**config.mk**
```make
export PLATFORM = sky130hd
export DESIGN_NAME = agc_ram_arbiter
export DESIGN_NICKNAME = d
export VERILOG_FILES = /design/src/rtl/agc_mem_pkg.sv /design/src/rtl/agc_ram_arbiter.sv
export SDC_FILE = /design/constraint.sdc
export NUM_CORES = 1
export LEC_CHECK = 0
export ABC_CLOCK_PERIOD_IN_PS = 2800
export CORE_MARGIN = 4
export CORE_UTILIZATION = 25
export DETAILED_ROUTE_END_ITERATION = 10
export GPL_TIMING_DRIVEN = 0
export SYNTH_ARGS = -nofsm -noshare
export SYNTH_HDL_FRONTEND = slang
export SYNTH_SLANG_ARGS = --single-unit
```
**constraint.sdc**
```tcl
create_clock -name clock -period 2.8 [get_ports clock]
set_input_delay 0.56 -clock clock [delete_from_list [all_inputs] [get_ports clock]]
set_output_delay 0.56 -clock clock [all_outputs]
set_load 0.02 [all_outputs]
```
**src/rtl/agc_mem_pkg.sv**
```systemverilog
// Shared definitions for the AGC erasable-memory path: widths, arbiter states
// and the host operation record.
package agc_mem_pkg;

  localparam int unsigned ERASABLE_AW = 11;
  localparam int unsigned WORD_W      = 15;

  typedef enum logic [1:0] {
    CORE,
    HANDOFF,
    HOST,
    RESTORE
  } arb_state_t;

  typedef struct packed {
    logic                   write;
    logic [ERASABLE_AW-1:0] address;
    logic [WORD_W-1:0]      wdata;
  } host_op_t;

endpackage

```
**src/rtl/agc_ram_arbiter.sv**
```systemverilog
// Arbitrates the single erasable-memory port pair between the AGC Core and a
// host loader, with bounded host bursts and a guaranteed Core run window.
module agc_ram_arbiter
  import agc_mem_pkg::*;
#(
  parameter int unsigned MAX_BURST       = 8,
  parameter int unsigned MIN_CORE_CYCLES = 4
) (
  input  logic                   clock,
  input  logic                   reset,
  input  logic [ERASABLE_AW-1:0] core_read_address,
  input  logic [ERASABLE_AW-1:0] core_write_address,
  input  logic [WORD_W-1:0]      core_write_data,
  input  logic                   core_write_en,
  input  logic                   core_stall_in,
  output logic                   core_hold,
  input  logic                   host_req,
  input  logic                   host_write,
  input  logic [ERASABLE_AW-1:0] host_address,
  input  logic [WORD_W-1:0]      host_wdata,
  output logic                   host_ready,
  output logic                   host_rvalid,
  output logic [WORD_W-1:0]      host_rdata,
  output logic [ERASABLE_AW-1:0] ram_read_address,
  output logic                   ram_rd_addressstall,
  output logic [ERASABLE_AW-1:0] ram_write_address,
  output logic [WORD_W-1:0]      ram_write_data,
  output logic                   ram_write_en,
  input  logic [WORD_W-1:0]      ram_q
);

  localparam logic [7:0] MaxBurst = 8'(MAX_BURST);
  localparam logic [7:0] MinCore  = 8'(MIN_CORE_CYCLES);

  arb_state_t             state_q, state_d;
  logic [7:0]             burst_cnt_q, burst_cnt_d;
  logic [7:0]             cooldown_q, cooldown_d;
  logic [ERASABLE_AW-1:0] saved_rd_addr_q, saved_rd_addr_d;
  logic                   rvalid_q, rvalid_d;
  logic                   accept;
  host_op_t               host_op;

  assign host_op = '{write: host_write, address: host_address, wdata: host_wdata};

  always_comb begin
    state_d             = state_q;
    burst_cnt_d         = burst_cnt_q;
    cooldown_d          = cooldown_q;
    saved_rd_addr_d     = saved_rd_addr_q;
    rvalid_d            = 1'b0;
    accept              = 1'b0;
    core_hold           = 1'b0;
    host_ready          = 1'b0;
    ram_read_address    = core_read_address;
    ram_rd_addressstall = core_stall_in;
    ram_write_address   = core_write_address;
    ram_write_data      = core_write_data;
    ram_write_en        = core_write_en;

    unique case (state_q)
      CORE: begin
        // Track the last address the Core actually presented to the RAM.
        if (!core_stall_in) saved_rd_addr_d = core_read_address;
        if (cooldown_q != 8'd0) cooldown_d = cooldown_q - 8'd1;
        if (host_req && cooldown_q == 8'd0) state_d = HANDOFF;
      end

      HANDOFF: begin
        // Core write port stays connected so an in-flight write completes.
        core_hold           = 1'b1;
        ram_rd_addressstall = 1'b1;
        burst_cnt_d         = 8'd0;
        state_d             = HOST;
      end

      HOST: begin
        core_hold           = 1'b1;
        host_ready          = burst_cnt_q < MaxBurst;
        accept              = host_req && host_ready;
        ram_write_address   = host_op.address;
        ram_write_data      = host_op.wdata;
        ram_write_en        = accept && host_op.write;
        ram_read_address    = host_op.address;
        ram_rd_addressstall = !(accept && !host_op.write);
        rvalid_d            = accept && !host_op.write;
        if (accept) burst_cnt_d = burst_cnt_q + 8'd1;
        if (!accept || burst_cnt_q == MaxBurst - 8'd1) state_d = RESTORE;
      end

      RESTORE: begin
        // Re-present the Core's address so ram_q is valid on its first cycle back.
        core_hold           = 1'b1;
        ram_read_address    = saved_rd_addr_q;
        ram_rd_addressstall = 1'b0;
        ram_write_en        = 1'b0;
        cooldown_d          = MinCore;
        state_d             = CORE;
      end

      default: state_d = CORE;
    endcase
  end

  always_ff @(posedge clock) begin
    if (reset) begin
      state_q         <= CORE;
      burst_cnt_q     <= 8'd0;
      cooldown_q      <= 8'd0;
      saved_rd_addr_q <= '0;
      rvalid_q        <= 1'b0;
    end else begin
      state_q         <= state_d;
      burst_cnt_q     <= burst_cnt_d;
      cooldown_q      <= cooldown_d;
      saved_rd_addr_q <= saved_rd_addr_d;
      rvalid_q        <= rvalid_d;
    end
  end

  assign host_rvalid = rvalid_q;
  assign host_rdata  = ram_q;

endmodule

```
### Yosys cells after proc, flatten, opt, wreduce, memory -nomap -nowiden

Index checks and enable logic that the tools add are counted.

* bits in registers: 30
* output and inout port bits: 57
* logic and storage cells: 51

* add/sub/neg operators: 2
* order comparisons: 1
* equal/unequal tests: 8
* mux-type cells: 14
* bitwise logic cells: 2
* reduce and logical (&&, ||, !) cells: 19

Operators by type and width (number)
* case mux 8 bit (2 select lines): 2
* case mux 11 bit (2 select lines): 1
* 2-to-1 mux 8 bit: 2
* 2-to-1 mux 15 bit: 1
* 2-to-1 mux 11 bit: 1
* adder 8 x 1 -> 8 bit, second input constant: 1
* equality test 8 x 3 -> 1 bit, second input constant: 1
* logical NOT 8 bit: 1
* less-than comparator 8 x 4 -> 1 bit, second input constant: 1
* inequality test 2 bit, second input constant: 4
* case mux 2 bit (4 select lines): 1
* AND reduction 2 bit: 4
* nonzero test 8 bit: 1
* subtractor 8 x 1 -> 8 bit, second input constant: 1
* equality test 2 bit, second input constant: 2
* logical AND 1 bit: 4
* 2-to-1 mux 2 bit: 2
* nonzero test 2 bit: 2
* logical NOT 1 bit: 3
* case mux 1 bit (3 select lines): 1
* OR reduction 3 bit: 1
* equality test 2 x 1 -> 1 bit, second input constant: 1
* logical NOT 2 bit: 1
* 2-to-1 mux 1 bit: 2
* other kinds (4): 5

### Logic depth before layout (Yosys ltp)

* word-level depth: 6
* mapped depth: 7
* gate-level depth less buffers: 6

### Worst setup path before layout

Ideal clock, no wire load.

* path kind: flip-flop to output port
* start point: register state_q[0]
* end point: output port ram_write_address[0]
* arrival: 1672 ps
* data required time: 2240 ps
* path slack: 568 ps
* stages on the path, launching flop included: 6
* path buffers: 2
* cells stage by stage: dfxtp_1 inv_1 ha_1 clkbuf_1 clkbuf_1 mux2_2

* longest elaborated chain between the ends: 2

RTL lines
* from (decl): line agc_ram_arbiter.sv:35 `arb_state_t state_q, state_d;`
* from (signal assigned): line agc_ram_arbiter.sv:112 `state_q <= state_d;`
* equality test 2 bit: line agc_ram_arbiter.sv:60 `unique case (state_q)`
* 2-to-1 mux 11 bit: line agc_ram_arbiter.sv:60
* to (decl): line agc_ram_arbiter.sv:26 `output logic [ERASABLE_AW-1:0] ram_write_address,`

No other way between the ends.

### Final worst setup path

* start point: register state_q[0]
* end point: output port ram_write_data[9]

* longest elaborated chain between the ends: 2

RTL lines
* equality test 2 bit: line agc_ram_arbiter.sv:60
* 2-to-1 mux 15 bit: line agc_ram_arbiter.sv:60
* to (decl): line agc_ram_arbiter.sv:27 `output logic [WORD_W-1:0] ram_write_data,`

No other way between the ends.

==> results.toml <==
[final_layout]
diodes = 0
drive_gt1_share_pct = 16.3
n_fill_cell = 794
nets = 466
final_cells = 477
syn_to_final_growth_pct = 75.7

[clock_tree]
cts_tree = "built"
cts_buffer_depth = 2
cts.sinks = 30
cts_htree_levels = 2
cts_hold_buf = 0
root_buffer = "clkbuf_8"
clk_transition_reported_paths_ns = 0.06
cts_buffers = 5
insertion_delay_ns = 0.28

[logic_synthesis]
synth_most_common_cell = "nand2_1"
syn_area_per_cell_um2 = 8.14
async_flop_share_pct = 0
synthCells = 242
synth_edf_count = 0
synth_cell_types = 36
synthesis.nets = 334
synth-main-ff-cell = "dfxtp_1"
yosys.area.top_type = "dfxtp_1"
ys.warnings.count = 0
synth_top_area_share_pct = 30.5
synthTopCellsByCount = "50 x nand2_1, 30 x dfxtp_1, 26 x mux2_2"
netlist_area_mm2 = 0.00197
yosysSeqAreaShare_pct = 30.5
ys_ff_latch = 30
synth_area_leaders = "dfxtp_1 30%, mux2_2 15%, nand2_1 9.5%, buf_4 6.1%, ha_1 5.1%"

[critical_path]
worst_path_largest_cell_delay_ns = 0.35
arrival_ns = 2.07
path_class = "flip-flop to primary output"
cp-start-kind = "flip-flop"
r2r_slack_ns = 0.63
slowest_stage = "mux2_2"
cp_data_required_time_ns = 2.24
crit_family = "buffers and inverters"
path_max_fanout = 10
end_kind = "primary output"
timing.critical_path.buf_inv = 4
crit_chain = "inv_1 -> ha_1 -> clkbuf_8 -> clkbuf_4 -> mux2_2 -> dlygate4sd2_1"

[power]
swShare_pct = 42.5
power.internal_w = 0.00151
seqPwrFrac_pct = 22.4
pwr-share-comb_pct = 64.0
leakagePower_nw = 1.49
p_per_area_mw_per_mm2 = 760
peakVddDrop_mv = 0.252
power.switching_w = 0.00112
power_frac_clock_pct = 13.6

[floorplan]
fp.dieW_um = 96.8
core_mm2 = 0.00769
start_util_pct = 25.6
ioPinCount = 141
rows = 32
die_area_mm2 = 0.00936
die_height_um = 96.8

[drt]
wl_um = 6280
wl_per_cell_um = 13.2
drt_first_pass_iters = 4
drtIter0Drc = 53
postRouteAntennaNets = 0
remaining_drc_errors = 0
avgViaCountPerCell = 4.48
vias = 2139

[sta]
period_needed_ns = 2.63
tightest_slew_ns = 0.905
period_share_pct = 93.9
max_freq_ghz = 0.380
setup_viol = 0
finalClockSkew_ns = 0.00487
hold_ws_ns = 0.455
relSlewSlack_pct = 38.8
rsz0062_at_grt = "false"
hold_viol_final = 0
slew_violations = 0
fin_ws_ns = 0.170

[global_route]
grt_overflow = 0
gr-usage-met2_pct = 22.1
busiest_layer = "met2"
grt_pass1_wl_um = 10300
grtUsageMet1_pct = 15.6
track_usage_pct = 13.2
grt_max_degree = 11
grtUsageMet3_pct = 6.13
grt_pass1_vias = 2164
antenna_found_initial = 0

[flow_run]
maxCapViolations = 0

[place]
pre_cts_ws_ns = -0.411
hpwl_um = 5060
placed_cells = 469
place_congestion = 0.808
portBuffers = 125

[run_status]
status = "finished clean"

[min_path]
worst_hold_path_type = "flip-flop to flip-flop"
-- final cells by class --
| class | instances | area (um2) | area share, % |
|---|---|---|---|
| Clock inverter | 1 | 5.00 | 0.145 |
| Inverter | 5 | 18.8 | 0.542 |
| Multi-Input combinational cell | 180 | 1200 | 34.6 |
| Tap cell | 102 | 128 | 3.69 |
| Buffer | 27 | 200 | 5.78 |
| Timing Repair Buffer | 125 | 1230 | 35.4 |
| Clock buffer | 7 | 86.3 | 2.49 |
| Sequential cell | 30 | 601 | 17.4 |
-- worst reg2reg max path, stage by stage (launching register included) --
cell and delay [ns]:
dfxtp_1 0.33, inv_1 0.12, ha_1 0.26, nor4bb_1 0.81
a21oi_1 0.27, mux2i_1 0.21, nor2_1 0.05
-- cell families after synthesis --
| kind of cell | count (synthesis) | synth area share, % |
|---|---|---|
| mux | 29 | 16.4 |
| fa+ha+maj | 8 | 5.08 |
| flops | 30 | 30.5 |
| compound gates | 41 | 13.3 |
| xor+xnor | 4 | 1.78 |
| simple gates | 98 | 23.8 |
| buf+inv | 32 | 9.15 |
-- flip-flops by register name (all words and copies together), names as in the netlist --
name	count
saved_rd_addr_q	11
burst_cnt_q	8
state_q	2
cooldown_q	8
host_rvalid	1
-- what timing repair did --
action	CTS	global route
buffers inserted	0	0
endpoints found under the setup margin	40	5
resized for setup	46	5
-- power by group through the flow --
stage,clock network [W],logic (W),registers [W]
finish,0.000359,0.00168,0.000588
global route,0.000392,0.00185,0.000600
global placement,0,0.00174,0.000594
CTS,0.000369,0.00172,0.000588
detailed placement,0,0.00176,0.000596
floorplan,0,0.00110,0.000579
-- final timing paths --
path                                          end  cells past startpoint                             from
setup / recovery                ram_write_data[9]                      6          state_q[0]$_SDFFE_PP0P_
hold / removal    saved_rd_addr_q[5]$_SDFFE_PP0P_                      2  saved_rd_addr_q[5]$_SDFFE_PP0P_
setup reg to reg       cooldown_q[1]$_SDFFE_PP0P_                      6          state_q[0]$_SDFFE_PP0P_
hold reg to reg   saved_rd_addr_q[5]$_SDFFE_PP0P_                      2  saved_rd_addr_q[5]$_SDFFE_PP0P_
-- layer usage --
metal  share of wire [%]  routed length (um)
met1                  43                2690
met2                  47                2970
met3                 9.2                 578
met4                0.70                  44
met5                   0                   0
-- layout by cell type, fill, tap and decap left out, types with 5 or more instances in the layout --
cell	count
clkdlybuf4s50_1	90
nand2_1	50
dfxtp_1	30
dlygate4sd2_1	30
mux2_2	26
a21oi_1	18
buf_4	16
nor2_1	14
a22oi_1	11
clkbuf_8	9
ha_1	8
clkbuf_1	6
inv_1	5
nand2b_1	5
dlymetal6s2s_1	5
-- metrics by stage --
step / setup TNS (ns) / total power (W) / utilization (%) / cell area, um2
3_3_place_gp: -10.65 / 0.00233 / 43.6 / 3350
3_5_place_dp: -11.01 / 0.00235 / 43.6 / 3350
2_1_floorplan: 0 / 0.00168 / - / 1970
5_1_grt: 0 / 0.00284 / 45.0 / 3460
4_1_cts: 0 / 0.00267 / 44.9 / 3450
6_report: 0 / 0.00263 / 45.0 / 3460
Power figures use the tool's default switching activity.
